--- config.mk ---
export PLATFORM = sky130hd
export DESIGN_NAME = bridge_arbiter
export DESIGN_NICKNAME = d
export VERILOG_FILES = /design/src/rtl/bridge_pkg.sv /design/src/rtl/bridge_arbiter_rr_picker.sv /design/src/rtl/bridge_arbiter.sv
export SDC_FILE = /design/constraint.sdc
export NUM_CORES = 1
export LEC_CHECK = 0
export CAP_MARGIN = 10
export CORE_ASPECT_RATIO = 0.8
export CORE_UTILIZATION = 31
export CTS_CLUSTER_SIZE = 16
export DETAILED_ROUTE_END_ITERATION = 7
export HOLD_SLACK_MARGIN = 0.02
export SYNTH_ARGS = -nofsm -noshare
export SYNTH_HDL_FRONTEND = slang
export SYNTH_HIERARCHICAL = 1
export SYNTH_SLANG_ARGS = --single-unit
--- constraint.sdc ---
create_clock -name clk -period 3.1 [get_ports clk]
set_clock_uncertainty 0.2 [all_clocks]
set_input_delay 0.62 -clock clk [delete_from_list [all_inputs] [get_ports clk]]
set_output_delay 0.62 -clock clk [all_outputs]
set_load 0.01 [all_outputs]
--- src/rtl/bridge_pkg.sv ---
// Shared types and constants for the three-bus bridge arbiter.
// Code bit order is {open2To1, open1To2, open2To3, open3To2}.
package bridge_pkg;

    typedef enum logic [0:0] {
        IDLE   = 1'b0,
        ACTIVE = 1'b1
    } state_t;

    localparam int DEF_NUM_REQ = 3;
    localparam int DEF_LEN_W   = 2;

    localparam logic [3:0] CODE_CLOSED     = 4'b0000;
    localparam logic [3:0] CODE_3TO2       = 4'b0001;
    localparam logic [3:0] CODE_2TO3       = 4'b0010;
    localparam logic [3:0] CODE_1TO2       = 4'b0100;
    localparam logic [3:0] CODE_1TO2_2TO3  = 4'b0110;
    localparam logic [3:0] CODE_2TO1       = 4'b1000;
    localparam logic [3:0] CODE_2TO1_3TO2  = 4'b1001;
    localparam logic [3:0] CODE_2TO1_2TO3  = 4'b1010;

    // Anything outside this list would short buses together or open both directions.
    function automatic logic code_legal(input logic [3:0] code);
        case (code)
            CODE_CLOSED, CODE_3TO2, CODE_2TO3, CODE_1TO2,
            CODE_1TO2_2TO3, CODE_2TO1, CODE_2TO1_3TO2, CODE_2TO1_2TO3:
                code_legal = 1'b1;
            default:
                code_legal = 1'b0;
        endcase
    endfunction

endpackage

--- src/rtl/bridge_arbiter_rr_picker.sv ---
// Combinational round-robin picker: first eligible index at or after ptr+1, with wrap.
module rr_picker #(
    parameter int NUM_REQ = 3,
    parameter int PTR_W   = 2
) (
    input  logic [NUM_REQ-1:0] elig,
    input  logic [PTR_W-1:0]   ptr,
    output logic [NUM_REQ-1:0] win,
    output logic               valid
);

    logic [PTR_W:0]       shift;
    logic [NUM_REQ-1:0]   rot;
    logic [NUM_REQ-1:0]   rot_win;

    // Rotate so ptr+1 lands on bit 0, isolate the lowest set bit, rotate back.
    // A shift of exactly NUM_REQ is a full rotation, so no modulo is needed.
    assign shift   = {1'b0, ptr} + (PTR_W+1)'(1);
    assign rot     = NUM_REQ'({elig, elig} >> shift);
    assign rot_win = rot & (~rot + NUM_REQ'(1));
    assign win     = NUM_REQ'(({rot_win, rot_win} << shift) >> NUM_REQ);
    assign valid   = |elig;

endmodule

--- src/rtl/bridge_arbiter.sv ---
// Round-robin arbiter that hands the three-bus bridge to one requester at a time
// and holds the latched open code for len+1 cycles.
module bridge_arbiter
    import bridge_pkg::*;
#(
    parameter int NUM_REQ = DEF_NUM_REQ,
    parameter int LEN_W   = DEF_LEN_W
) (
    input  logic                            clk,
    input  logic                            rst,
    input  logic [NUM_REQ-1:0]              req,
    input  logic [NUM_REQ-1:0][3:0]         req_code,
    input  logic [NUM_REQ-1:0][LEN_W-1:0]   req_len,
    output logic [NUM_REQ-1:0]              gnt,
    output logic [NUM_REQ-1:0]              done,
    output logic [NUM_REQ-1:0]              err,
    output logic                            open2To1,
    output logic                            open1To2,
    output logic                            open2To3,
    output logic                            open3To2,
    output logic                            busy
);

    localparam int PTR_W = (NUM_REQ > 1) ? $clog2(NUM_REQ) : 1;

    state_t               state;
    logic [LEN_W-1:0]     count;
    logic [PTR_W-1:0]     last;
    logic [3:0]           opens;

    logic [NUM_REQ-1:0]   elig;
    logic [NUM_REQ-1:0]   illegal;
    logic [NUM_REQ-1:0]   win;
    logic                 win_valid;
    logic [3:0]           win_code;
    logic [LEN_W-1:0]     win_len;
    logic [PTR_W-1:0]     win_idx;

    always_comb begin
        elig    = '0;
        illegal = '0;
        for (int i = 0; i < NUM_REQ; i++) begin
            elig[i]    = req[i] &  code_legal(req_code[i]);
            illegal[i] = req[i] & ~code_legal(req_code[i]);
        end
    end

    rr_picker #(
        .NUM_REQ (NUM_REQ),
        .PTR_W   (PTR_W)
    ) u_picker (
        .elig  (elig),
        .ptr   (last),
        .win   (win),
        .valid (win_valid)
    );

    // The winner is one-hot, so OR-ing the masked fields selects its code/length/index.
    always_comb begin
        win_code = '0;
        win_len  = '0;
        win_idx  = '0;
        for (int i = 0; i < NUM_REQ; i++) begin
            if (win[i]) begin
                win_code |= req_code[i];
                win_len  |= req_len[i];
                win_idx  |= PTR_W'(i);
            end
        end
    end

    always_ff @(posedge clk) begin
        if (rst) begin
            state <= IDLE;
            busy  <= 1'b0;
            gnt   <= '0;
            done  <= '0;
            err   <= '0;
            opens <= '0;
            count <= '0;
            last  <= PTR_W'(NUM_REQ - 1);
        end else begin
            done <= '0;
            err  <= '0;
            if (state == IDLE) begin
                err <= illegal;
                if (win_valid) begin
                    state <= ACTIVE;
                    busy  <= 1'b1;
                    gnt   <= win;
                    opens <= win_code;
                    count <= win_len;
                    last  <= win_idx;
                end
            end else if ((req & gnt) == '0) begin
                // Owner withdrew: close the bridge without signalling completion.
                state <= IDLE;
                busy  <= 1'b0;
                gnt   <= '0;
                opens <= '0;
                count <= '0;
            end else if (count == '0) begin
                state <= IDLE;
                busy  <= 1'b0;
                gnt   <= '0;
                opens <= '0;
                done  <= gnt;
            end else begin
                count <= count - LEN_W'(1);
            end
        end
    end

    assign open2To1 = opens[3];
    assign open1To2 = opens[2];
    assign open2To3 = opens[1];
    assign open3To2 = opens[0];

endmodule

### Word-level counts from Yosys, hierarchy flattened

Memories as Yosys holds them, arrays and structs flattened.
Index checks and enable logic that the tools add are counted.

* flip-flop bits (word level): 19
* ROM bits: 96
* input port bits: 23
* output and inout bits: 14
* word-level logic and storage cells: 76
* memories kept: 6

* add/subtract/negate cells: 3
* eq/ne operators: 2
* shift operators: 2
* muxes and demuxes: 28
* bitwise gates (word level): 18
* reduce and logical (&&, ||, !) cells: 9

Memory list
* (name not given): words 16, bits a word 1, read ports 1, clocked after Yosys merged registers in 0, write ports 0, RTL line bridge_pkg.sv:24 `case (code)`
* (name not given): words 16, bits a word 1, read ports 1, clocked after Yosys merged registers in 0, write ports 0, RTL line bridge_pkg.sv:24
* (name not given): words 16, bits a word 1, read ports 1, clocked after Yosys merged registers in 0, write ports 0, RTL line bridge_pkg.sv:24
* (name not given): words 16, bits a word 1, read ports 1, clocked after Yosys merged registers in 0, write ports 0, RTL line bridge_pkg.sv:24
* (name not given): words 16, bits a word 1, read ports 1, clocked after Yosys merged registers in 0, write ports 0, RTL line bridge_pkg.sv:24
* (name not given): words 16, bits a word 1, read ports 1, clocked after Yosys merged registers in 0, write ports 0, RTL line bridge_pkg.sv:24

Operator list (number)
* two-way mux 4 bit: 7
* two-way mux 2 bit: 8
* two-way mux 3 bit: 4
* two-way mux 1 bit: 9
* bitwise OR 4 bit: 2
* AND 1 bit: 6
* AND 3 bit: 2
* AND reduction 2 bit: 3
* left shift 6 x 3 -> 6 bit: 1
* >> shifter 6 x 3 -> 3 bit: 1
* inverter 1 bit: 5
* bitwise OR 2 bit: 2
* OR reduction 4 bit: 1
* adder 2 x 1 -> 3 bit (second input constant): 1
* adder 3 x 1 -> 3 bit (second input constant): 1
* zero test 3 bit: 1
* != test 3 x 1 -> 1 bit (second input constant): 1
* != test 3 bit (second input constant): 1
* inverter 3 bit: 1
* OR reduction 3 bit: 1
* zero test 2 bit: 1
* nonzero test 2 bit: 1
* OR reduction 2 bit: 1
* subtractor 2 x 1 -> 2 bit (second input constant): 1

### Depth between registers and ports, before layout

Gate-level depths: netlist of run 1.
An unclocked memory read counts as a cell.

* depth after elaboration: 14
* mapped depth: 11
* depth with buffers taken out: 10

### By module

Netlist of run 1, hierarchy kept.

By module, submodules not included
* bridge_arbiter: times used 1, cells each 105, area each 938.4 µm², seq. area each 380.4 µm²
* rr_picker: times used 1, cells each 30, area each 225.2 µm², seq. area each 0.0 µm²

### Least setup slack after synthesis of run 1

Ideal clock, no wire load.

* path kind: input -> register
* start: input req_code[9] in the netlist's numbering
* end: register count[1]
* library setup time: 0.091 ns
* arrival: 2.704 ns
* required time: 2.809 ns
* slack: 0.105 ns
* cell stages on the path: 10
* buffers on the path: 0
* cells stage by stage: a21oi_1 nor2_1 nor2b_1 or4b_1 a32oi_2 nand2b_1 a21oi_2 a22oi_1 a311o_1 a311oi_1

* word-level cells in the longest chain between the ends: 14
* elaborated cells on any way between the ends: 17
* those cells by class: 1 x add/sub; 2 x shift; 5 x mux; 5 x bitwise; 3 x reduce/logical; 1 x memory

RTL lines
* start, declared: RTL line bridge_arbiter.sv:12 `input logic [NUM_REQ-1:0][3:0] req_code,`
* memory read (16 x 1 bit) (*)
* AND 1 bit (*): RTL line bridge_arbiter.sv:43 `elig[i] = req[i] & code_legal(req_code[i]);`
* named net elig[2]: RTL line bridge_arbiter.sv:31 `logic [NUM_REQ-1:0] elig;`
* >> shifter 6 x 3 -> 3 bit (*): RTL line bridge_arbiter_rr_picker.sv:19 `assign rot = NUM_REQ'({elig, elig} >> shift);`
* inverter 3 bit: RTL line bridge_arbiter_rr_picker.sv:20 `assign rot_win = rot & (~rot + NUM_REQ'(1));`
* adder 3 x 1 -> 3 bit: RTL line bridge_arbiter_rr_picker.sv:20
* AND 3 bit (*): RTL line bridge_arbiter_rr_picker.sv:20
* left shift 6 x 3 -> 6 bit (*): RTL line bridge_arbiter_rr_picker.sv:21 `assign win = NUM_REQ'(({rot_win, rot_win} << shift) >> NUM_REQ);`
* named net win[0]: RTL line bridge_arbiter.sv:33 `logic [NUM_REQ-1:0] win;`
* two-way mux 2 bit (*): RTL line bridge_arbiter.sv:64 `if (win[i]) begin`
* bitwise OR 2 bit: RTL line bridge_arbiter.sv:66 `win_len |= req_len[i];`
* two-way mux 2 bit (*): RTL line bridge_arbiter.sv:64
* bitwise OR 2 bit: RTL line bridge_arbiter.sv:66
* two-way mux 2 bit (*): RTL line bridge_arbiter.sv:64
* two-way mux 2 bit (*): RTL line bridge_arbiter.sv:87 `if (win_valid) begin`
* two-way mux 2 bit (*): RTL line bridge_arbiter.sv:85 `if (state == IDLE) begin`
* end signal, assigned: RTL line bridge_arbiter.sv:92 `count <= win_len;`
* end signal, assigned: RTL line bridge_arbiter.sv:109 `count <= count - LEN_W'(1);`
* end, declared: RTL line bridge_arbiter.sv:27 `logic [LEN_W-1:0] count;`

Mark *: on every way through the listed nets, which the timed path passes. The rest lies on a longest branch. The select of a mux whose other input is x is not followed.
A chain may end at the register's enable or synchronous reset.

### Worst setup path in the final report of run 1

* start: input req_code[0] in the netlist's numbering
* end: register count[1]

* elaborated cells on any way between the ends: 17
* those cells by class: 1 x add/sub; 2 x shift; 5 x mux; 5 x bitwise; 3 x reduce/logical; 1 x memory

RTL lines (RTL line)
* memory read (16 x 1 bit) (*)
* AND 1 bit (*): bridge_arbiter.sv:43
* named net elig[0]: bridge_arbiter.sv:31
* >> shifter 6 x 3 -> 3 bit (*): bridge_arbiter_rr_picker.sv:19
* inverter 3 bit: bridge_arbiter_rr_picker.sv:20
* adder 3 x 1 -> 3 bit: bridge_arbiter_rr_picker.sv:20
* AND 3 bit (*): bridge_arbiter_rr_picker.sv:20
* left shift 6 x 3 -> 6 bit (*): bridge_arbiter_rr_picker.sv:21
* named net win[2]: bridge_arbiter.sv:33
* two-way mux 2 bit (*): bridge_arbiter.sv:64
* two-way mux 2 bit (*): bridge_arbiter.sv:87
* two-way mux 2 bit (*): bridge_arbiter.sv:85

Marks and branches as above.

==> flow_summary.json, run 1 <==
{
  "clockRootBuffer": "clkbuf_8",
  "initial_core_util_pct": 33.07,
  "path_class": "input port to register",
  "pwr-share-clk_pct": 18.7,
  "synth.area.top_cells": "dfxtp_1, a311o_1, a222oi_1",
  "globalplace.congestion": 0.8400,
  "antenna_cells": 0,
  "synth-seq-area-share_pct": 32.69,
  "drt_iter0_markers": 89,
  "yosys_warnings": 6,
  "status": "finished, violations left",
  "finalHoldViolations": 0,
  "synth_nets": 160,
  "cp-startpoint": "req_code[0]",
  "first_pass_iters": 6,
  "final_core_util_pct": 51.35,
  "p_seq_share_pct": 34.7,
  "synth_commonest_cells": "dfxtp_1, nand2_1, nor2_1",
  "period_needed_ns": 2.951,
  "row_count": 19,
  "hold_ws_ns": 0.2826,
  "die_w_um": 70.50,
  "cts_max_level": 1,
  "p_int_uw": 597.3,
  "reg2reg_from": "last[0]",
  "ff2ff_setup_slack_ns": 0.56,
  "grt-ovfl-total": 0,
  "yosys.cell_types.count": 47,
  "die_y_um": 56.80,
  "ys.flop_type": "dfxtp_1",
  "cp-endpoint": "count[1]",
  "final_nets": 216,
  "timing.rr.end": "count[1]",
  "synth_seq_cells": 19,
  "route.detailed.drc": 6,
  "hpwl_um": 2542,
  "syn2layout_area_growth_pct": 55.27,
  "violations": "DRC",
  "drv_cap": 0,
  "clk-insertion-delay-late_ns": 0.26,
  "slew_viol_final": 0,
  "finalCritPeriodShare_pct": 95.21,
  "avgSynthCellArea_um2": 8.619,
  "sw_frac_of_total_pct": 35.20,
  "clock_sinks": 19,
  "grt_use_total_pct": 18.27,
  "combPwrFrac_pct": 46.7,
  "avgRoutedWirePerCell_um": 14.95,
  "io_pins": 37,
  "synth_area_leader_cell": "dfxtp_1",
  "worst_pin_slew_ns": 0.5141,
  "pre_cts_slack_ns": -0.5345,
  "worstPathMaxFanout": 4,
  "fp.coreArea_um2": 3518,
  "n_fill_cell": 338,
  "required_ns": 3.07,
  "setup_ws_ns": 0.1486,
  "multiInputGateArea_um2": 798.3,
  "switching_power_uw": 324.5,
  "grt_antenna_before_repair": 0,
  "slew_headroom_pct": 65.62,
  "place.port_buffers": 36,
  "arrival_ns": 2.92,
  "num_vias": 1287,
  "cts_max_path_buffers": 2,
  "syn_inst": 135,
  "synthArstFlopShare_pct": 0,
  "synth.most_common_cell": "dfxtp_1",
  "cp-start-kind": "input port",
  "die_area_um2": 4004,
  "leakagePower_uw": 0.0007467,
  "cts_tree": "yes",
  "hold_path_class": "register to register",
  "ff_latch_area_um2": 380.4,
  "grt_pass1_vias": 1235,
  "setup_viol": 0,
  "layout-drive-gt1-share_pct": 27.89,
  "r2r_cells": 7,
  "path_clk_slew_ns": 0.07,
  "max_freq_ghz": 0.3388,
  "synth_top_area_share_pct": 32.69,
  "ctsHoldBuffers": 0,
  "cts_buffers": 3,
  "power_density_nw_per_um2": 510.2,
  "grt_start_max_net_pins": 15,
  "routed_wl_um": 3468,
  "synth-edff-count": 0,
  "ant_nets": 0,
  "synth_area_um2": 1164,
  "endpoint_kind": "register",
  "via_per_inst": 5.547,
  "peakVddDrop_mv": 0.3198,
  "grt_first_pass_wirelength_um": 5761
}
==> layout make-up <==
class / instances / area share [%]
multi-input cells: 104 / 44.18
repair buffers: 58 / 28.32
flip-flops and latches: 19 / 21.05
well taps: 42 / 2.909
clock buffers: 4 / 2.493
inverters: 5 / 1.039
==> registers in the layout, summed over array words and instances (netlist names) <==
signal / flops
last: 2
count: 2
busy: 1
err: 3
done: 3
state: 1
opens: 4
gnt: 3
==> critical path: stages <==
cell	delay [ns]
dlygate4sd2_1	0.27
nor2_2	0.06
nor2_2	0.19
nor2b_4	0.07
or4b_4	0.49
a32oi_4	0.25
nand3b_1	0.11
o211ai_1	0.18
nand2_1	0.10
a311o_1	0.33
a311oi_1	0.25
==> per-layer routing <==
| layer | GRT usage (%) | routed length [um] | part of all wire (%) |
|---|---|---|---|
| met4 | 2.624 | 0 | 0 |
| met3 | 4.488 | 172 | 5.0 |
| met5 | 0 | 0 | 0 |
| met1 | 24.95 | 1674 | 48 |
| met2 | 29.68 | 1621 | 47 |
==> power by group through the flow <==
| stage | clock [uW] | sequential, uW | combinational [uW] |
|---|---|---|---|
| 3_3_place_gp | 0 | 319 | 383 |
| 6_report | 172 | 320 | 430 |
| 3_5_place_dp | 0 | 322 | 390 |
| 5_1_grt | 184 | 326 | 469 |
| 2_1_floorplan | 0 | 315 | 233 |
| 4_1_cts | 177 | 317 | 400 |
==> cell families (layout without fill, tap and decap cells) <==
| family | Yosys count | after routing | synth area share [%] |
|---|---|---|---|
| AND/OR/NAND/NOR | 62 | 62 | 31.94 |
| AO/OA/AOI/OAI | 40 | 40 | 27.21 |
| flip-flops | 19 | 19 | 32.69 |
| buffers and inverters | 12 | 67 | 6.021 |
| adder cells (fa/ha/maj) | 2 | 2 | 2.150 |
==> through the flow <==
stage	instances	power, uW	setup TNS (ns)	area (um2)
floorplan	135	547.7	0	1164
detailed placement	220	711.3	-2.917	1630
finish	232	921.8	0	1807
CTS	229	894.4	0	1728
global route	232	978.4	-0.007308	1807
global placement	220	702.2	-2.376	1630
==> cells in the final DEF, fill, tap and decap left out, types with 3 or more instances in the layout <==
| cell type | synthesis | final |
|---|---|---|
| nor4b_1 | 4 | 4 |
| dlymetal6s2s_1 | 0 | 4 |
| a311o_1 | 6 | 6 |
| nor2_2 | 0 | 4 |
| inv_1 | 5 | 5 |
| buf_4 | 1 | 22 |
| a32oi_1 | 3 | 3 |
| nor2b_4 | 0 | 3 |
| nand2_1 | 13 | 13 |
| dfxtp_1 | 19 | 19 |
| clkbuf_2 | 2 | 3 |
| clkbuf_8 | 1 | 3 |
| dlygate4sd2_1 | 0 | 7 |
| clkdlybuf4s50_1 | 0 | 21 |
| nor2_1 | 13 | 8 |
| a21oi_2 | 1 | 4 |
| a222oi_1 | 5 | 5 |
| a21oi_1 | 8 | 5 |
| o21ai_0 | 5 | 5 |
| and3_1 | 6 | 6 |
==> worst min-delay path by stage <==
stage	cells after the start	from	endpoint	slack, ns
after floorplan	2	count[1]	count[1]	0.25
after global placement	2	count[1]	count[1]	0.27
after detailed placement	2	count[1]	count[1]	0.28
after CTS	2	count[1]	count[1]	0.29
after global routing	2	count[1]	count[1]	0.33
final	2	count[1]	count[1]	0.28
==> repair_timing <==
item,4_1_cts,5_1_grt
buffers inserted,5,3
endpoints found under the setup margin,6,6
gates resized for setup,20,23
pin swaps,15,14
Note: power is estimated with default switching activity, not from simulation.
==> run 2, diff against run 1 <==
--- a/config.mk
+++ b/config.mk
@@ -7,10 +7,12 @@
 export LEC_CHECK = 0
 export CAP_MARGIN = 10
 export CORE_ASPECT_RATIO = 0.8
-export CORE_UTILIZATION = 31
+export CORE_MARGIN = 1.5
+export CORE_UTILIZATION = 41
 export CTS_CLUSTER_SIZE = 16
 export DETAILED_ROUTE_END_ITERATION = 7
 export HOLD_SLACK_MARGIN = 0.02
+export PLACE_DENSITY = 0.75
 export SYNTH_ARGS = -nofsm -noshare
 export SYNTH_HDL_FRONTEND = slang
 export SYNTH_HIERARCHICAL = 1
==> run 2 against run 1 <==
Against the previous run: critical path type unchanged; setup slack got worse by 0.11 ns; the flow now finishes without violations; final cell count decreased by 2.2%; sequential power about the same.
==> flow_summary.json, run 2 (synthesis results as in run 1) <==
{
  "status": "finished, final reports clean",
  "ff2ff_setup_slack_ns": 0.48,
  "setup_viol": 0,
  "power_density_nw_per_um2": 502.6,
  "routed_wl_um": 3725,
  "grt_antenna_before_repair": 0,
  "finalHoldViolations": 0,
  "num_vias": 1328,
  "fin_area_um2": 1790,
  "grt-ovfl-total": 0,
  "timing.rr.end": "opens[3]",
  "arrival_ns": 3.08,
  "die_y_um": 50.65,
  "clock_sinks": 19,
  "syn2layout_area_growth_pct": 53.87,
  "critical_path_buf_inv_count": 2,
  "final_core_util_pct": 65.76,
  "die_w_um": 62.56,
  "cp_top_family": "compound AO/OA/AOI/OAI gates",
  "largest_reg_flops": 4,
  "grt_pass1_vias": 1206,
  "required_ns": 3.12,
  "ant_nets": 0,
  "slew_viol_final": 0,
  "grt_use_total_pct": 21.79,
  "via_per_inst": 5.850,
  "hpwl_um": 2647,
  "place.port_buffers": 36,
  "path_class": "input port to register",
  "r2r_cells": 9,
  "cts_buffers": 3,
  "clockRootBuffer": "clkbuf_4",
  "layout-drive-gt1-share_pct": 23.28,
  "io_pins": 37,
  "slew_headroom_pct": 67.97,
  "cts_max_level": 1,
  "holdPathEnd": "count[1]",
  "clk-insertion-delay-late_ns": 0.30,
  "leakagePower_uw": 0.0007942,
  "min_from": "count[1]",
  "period_needed_ns": 3.058,
  "final_common_cell": "clkdlybuf4s50_1",
  "max_freq_ghz": 0.3270,
  "path_clk_slew_ns": 0.12,
  "hold_path_class": "register to register",
  "fp.coreArea_um2": 2723,
  "final_nets": 215,
  "reg2reg_from": "last[0]",
  "grt_start_max_net_pins": 15,
  "cts_tree": "yes",
  "critPathMaxStageDelay_ns": 0.51,
  "drt_iter0_markers": 82,
  "path_cells": "clkdlybuf4s50_1, nor2b_4, or4b_4, a32oi_2, nand3b_1, o211ai_1, buf_4, nand2_1, a311o_1, a311oi_2",
  "cp-start-kind": "input port",
  "first_pass_iters": 5,
  "globalplace.congestion": 0.8493,
  "drv_cap": 0,
  "worstPathMaxFanout": 6,
  "final_cell_mix": "clkdlybuf4s50_1, buf_4, dfxtp_1, nand2_1",
  "hold_path_depth": 2,
  "initial_core_util_pct": 42.74,
  "crit_slowest_cell": "clkdlybuf4s50_1",
  "endpoint_kind": "register",
  "cp-startpoint": "req[0]",
  "peakVddDrop_mv": 0.3303,
  "worst_pin_slew_ns": 0.4789,
  "grt_first_pass_wirelength_um": 5409,
  "finalCritPeriodShare_pct": 98.63,
  "antenna_cells": 0,
  "row_count": 17,
  "cts_max_path_buffers": 2,
  "route.detailed.drc": 0,
  "ctsHoldBuffers": 0,
  "die_area_um2": 3169,
  "dpl_cell_area_um2": 1618,
  "avgRoutedWirePerCell_um": 16.41,
  "largest-register": "opens"
}
[run 2: changes by cell type in the layout (fill, tap and decap cells not counted), moves of 3 or more]
| cell | delta |
|---|---|
| clkbuf_2 | -3 |
| clkbuf_4 | +3 |
| clkbuf_8 | -3 |
| dlygate4sd2_1 | -6 |
| dlymetal6s2s_1 | +8 |
| nor2_1 | +4 |
| nor2_2 | -3 |
[run 2: area by class of cell]
type,count,area (um2)
timing repair buffer,57,550.5
multi-input combinational,104,763.2
tap,38,47.55
clock inverter,1,7.507
fill,233,932.1
inverter,5,18.77
clock buffer,3,22.52
sequential,19,380.4
[run 2: repair_timing]
| item | 4_1_cts | 5_1_grt |
|---|---|---|
| buffers inserted | 1 | 7 |
| setup endpoints to repair | 5 | 6 |
| resized for setup | 7 | 22 |
| pin swaps | 11 | 13 |
[run 2: power breakdown]
part | total, uW | leakage (uW) | internal [uW] | switching, uW
registers | 319 | 0.000156 | 277 | 42.1
clock network | 133 | 0.0000139 | 49.2 | 83.5
logic | 448 | 0.000625 | 241 | 208
[run 2: metal layers]
metal / wire length (um) / up-vias / track usage (%) / part of all wire [%]
met5: 0 / - / 0 / 0
met4: 37 / 0 / 6.296 / 0.99
met3: 223 / 6 / 6.726 / 6.0
met2: 1873 / 52 / 38.53 / 50
met1: 1590 / 635 / 25.58 / 43
li1: - / 635 / - / -
[run 2: per-stage QoR]
step	TNS [ns]	std cells	worst slack (ns)	hold slack [ns]	power, uW
5_1_grt	-0.03274	227	-0.03274	0.3498	958.2
6_report	0	227	0.04232	0.3252	899.8
3_3_place_gp	-1.731	215	-0.3787	0.2698	697.5
3_5_place_dp	-2.727	215	-0.4727	0.2905	711.5
4_1_cts	-0.005026	220	-0.005026	0.3110	859.1
2_1_floorplan	0	135	0.1047	0.2477	547.7
[run 2: worst reg2reg max path: cells and delay by family (launching register included)]
family          cells  cell delay (ns)
compound gates      4             1.09
buf+inv             2             0.33
flops               1             0.61
simple gates        3             0.29
[run 2: worst max-delay path by stage]
stage,end,slack [ns],cells after the start
after CTS,count[1],-0.005,11
after detailed placement,count[1],-0.47,11
final,count[1],0.04,10
after global placement,count[1],-0.38,11
after global routing,count[1],-0.03,10
after floorplan,count[1],0.10,10
==> run 3, diff against run 2 <==
--- a/config.mk
+++ b/config.mk
@@ -13,6 +13,7 @@
 export DETAILED_ROUTE_END_ITERATION = 7
 export HOLD_SLACK_MARGIN = 0.02
 export PLACE_DENSITY = 0.75
+export SETUP_SLACK_MARGIN = 0.5
 export SYNTH_ARGS = -nofsm -noshare
 export SYNTH_HDL_FRONTEND = slang
 export SYNTH_HIERARCHICAL = 1
==> run 3 against run 2 <==
Against the previous run: final cell count increased by 2.2%; power increased by 2.2%; sequential cell count unchanged; critical path type unchanged.
==> flow_summary.json, run 3 (synthesis results as in run 1) <==
{
  "status": "finished, final reports clean",
  "path_cells": "buf_8, a21oi_4, nor2_4, nor2b_4, buf_6, inv_2, a311o_1, nand4b_1, o211ai_1, buf_4, buf_6, a222oi_1, nor2_1, a311o_1",
  "final_cell_mix": "buf_4, clkdlybuf4s50_1, dfxtp_1, nand2_1, buf_2",
  "cts_buffers": 3,
  "final_core_util_pct": 66.54,
  "cts_max_level": 1,
  "period_needed_ns": 2.717,
  "slew_viol_final": 0,
  "num_vias": 1350,
  "cts_max_path_buffers": 2,
  "layout-drive-gt1-share_pct": 35.05,
  "fp.coreArea_um2": 2723,
  "routed_wl_um": 3561,
  "die_area_um2": 3169,
  "grt-ovfl-total": 0,
  "clockRootBuffer": "clkbuf_4",
  "leakagePower_uw": 0.0007278,
  "place.port_buffers": 36,
  "syn2layout_area_growth_pct": 55.70,
  "largest-register": "opens",
  "path_class": "input port to register",
  "power_uw": 920.1,
  "setup_ws_ns": 0.3835,
  "finalCritPeriodShare_pct": 87.63,
  "ant_nets": 0,
  "clk-insertion-delay-late_ns": 0.30,
  "path_clk_slew_ns": 0.11,
  "cts_tree": "yes",
  "pre_cts_slack_ns": -0.3877,
  "arrival_ns": 2.72,
  "switching_power_uw": 335.6,
  "finalNonFillerCells": 232,
  "via_per_inst": 5.819,
  "die_w_um": 62.56,
  "max_freq_ghz": 0.3681,
  "route.detailed.drc": 0,
  "final_nets": 220,
  "finalHoldViolations": 0,
  "avgRoutedWirePerCell_um": 15.35,
  "endpoint_kind": "register",
  "cp-start-kind": "input port",
  "clock_sinks": 19,
  "setup_viol": 0,
  "die_y_um": 50.65,
  "hold_path_class": "register to register",
  "grt_antenna_before_repair": 0,
  "first_pass_iters": 4,
  "slew_headroom_pct": 67.39,
  "worst_pin_slew_ns": 0.4876,
  "hpwl_um": 2557,
  "worstPathMaxFanout": 6,
  "largest_reg_flops": 4,
  "drt_iter0_markers": 145,
  "required_ns": 3.10,
  "tns_ns": 0,
  "row_count": 17,
  "rsz0062_at_grt": "yes",
  "combPwrFrac_pct": 51.2,
  "crit_slowest_cell": "a311o_1",
  "peakVddDrop_mv": 0.3254,
  "grt_start_max_net_pins": 15,
  "p_seq_share_pct": 34.8,
  "globalplace.congestion": 0.9072,
  "grt_first_pass_wirelength_um": 5830,
  "p_int_uw": 584.5,
  "power_density_nw_per_um2": 507.8,
  "final_common_cell": "buf_4",
  "critPathMaxStageDelay_ns": 0.29,
  "pwr-share-clk_pct": 14.0,
  "antenna_cells": 0,
  "io_pins": 37,
  "dpl.cell_count": 222,
  "sw_frac_of_total_pct": 36.47,
  "drv_cap": 0,
  "grt_use_total_pct": 23.59,
  "grt_pass1_vias": 1291,
  "initial_core_util_pct": 42.74
}
[run 3: metal layers]
layer / up-vias / routed length (um) / global-route usage (%)
met2: 40 / 1721 / 40.86
met4: 0 / 55 / 9.630
met3: 7 / 186 / 5.830
met1: 659 / 1598 / 28.24
li1: 644 / - / -
met5: - / 0 / 0
[run 3: power by group through the flow]
stage / Sequential (uW) / Combinational [uW] / Clock, uW
final: 320 / 471 / 129
after CTS: 317 / 448 / 133
after global routing: 324 / 509 / 142
after detailed placement: 323 / 413 / 0
after floorplan: 315 / 235 / 0
after global placement: 321 / 403 / 0
[run 3: final cells by class]
class	count	area (um2)
multi-input cells	104	805.8
clock inverters	1	5.005
well taps	38	47.55
inverters	5	18.77
flip-flops and latches	19	380.4
fillers	240	910.9
repair buffers	62	531.8
clock buffers	3	22.52
[run 3: final timing paths]
kind / start / endpoint / slack (ns) / cells past startpoint
worst min-delay path: count[1] / count[1] / 0.31 / 2
worst max-delay path: req_code[9] / opens[3] / 0.38 / 14
worst max register to register: last[0] / opens[0] / 0.55 / 7
worst min register to register: count[1] / count[1] / 0.31 / 2
[run 3: timing repair]
action                                 CTS  global route
pin swaps                               25             8
setup endpoints to repair               12             8
hold buffers                             0             0
endpoints found under the hold margin    0             0
buffers inserted                         6             0
gates resized for setup                 68            11
[run 3: stage by stage]
| step | area (um2) | hold slack (ns) |
|---|---|---|
| after CTS | 1758 | 0.3002 |
| after floorplan | 1175 | 0.2475 |
| final | 1812 | 0.3097 |
| after global routing | 1812 | 0.3378 |
| after detailed placement | 1682 | 0.2837 |
| after global placement | 1682 | 0.2769 |
[run 3: worst max-delay path: cells and delay by family]
kind	cells	cell delay, ns
simple gates	4	0.42
buf+inv	5	0.54
compound gates	5	1.14
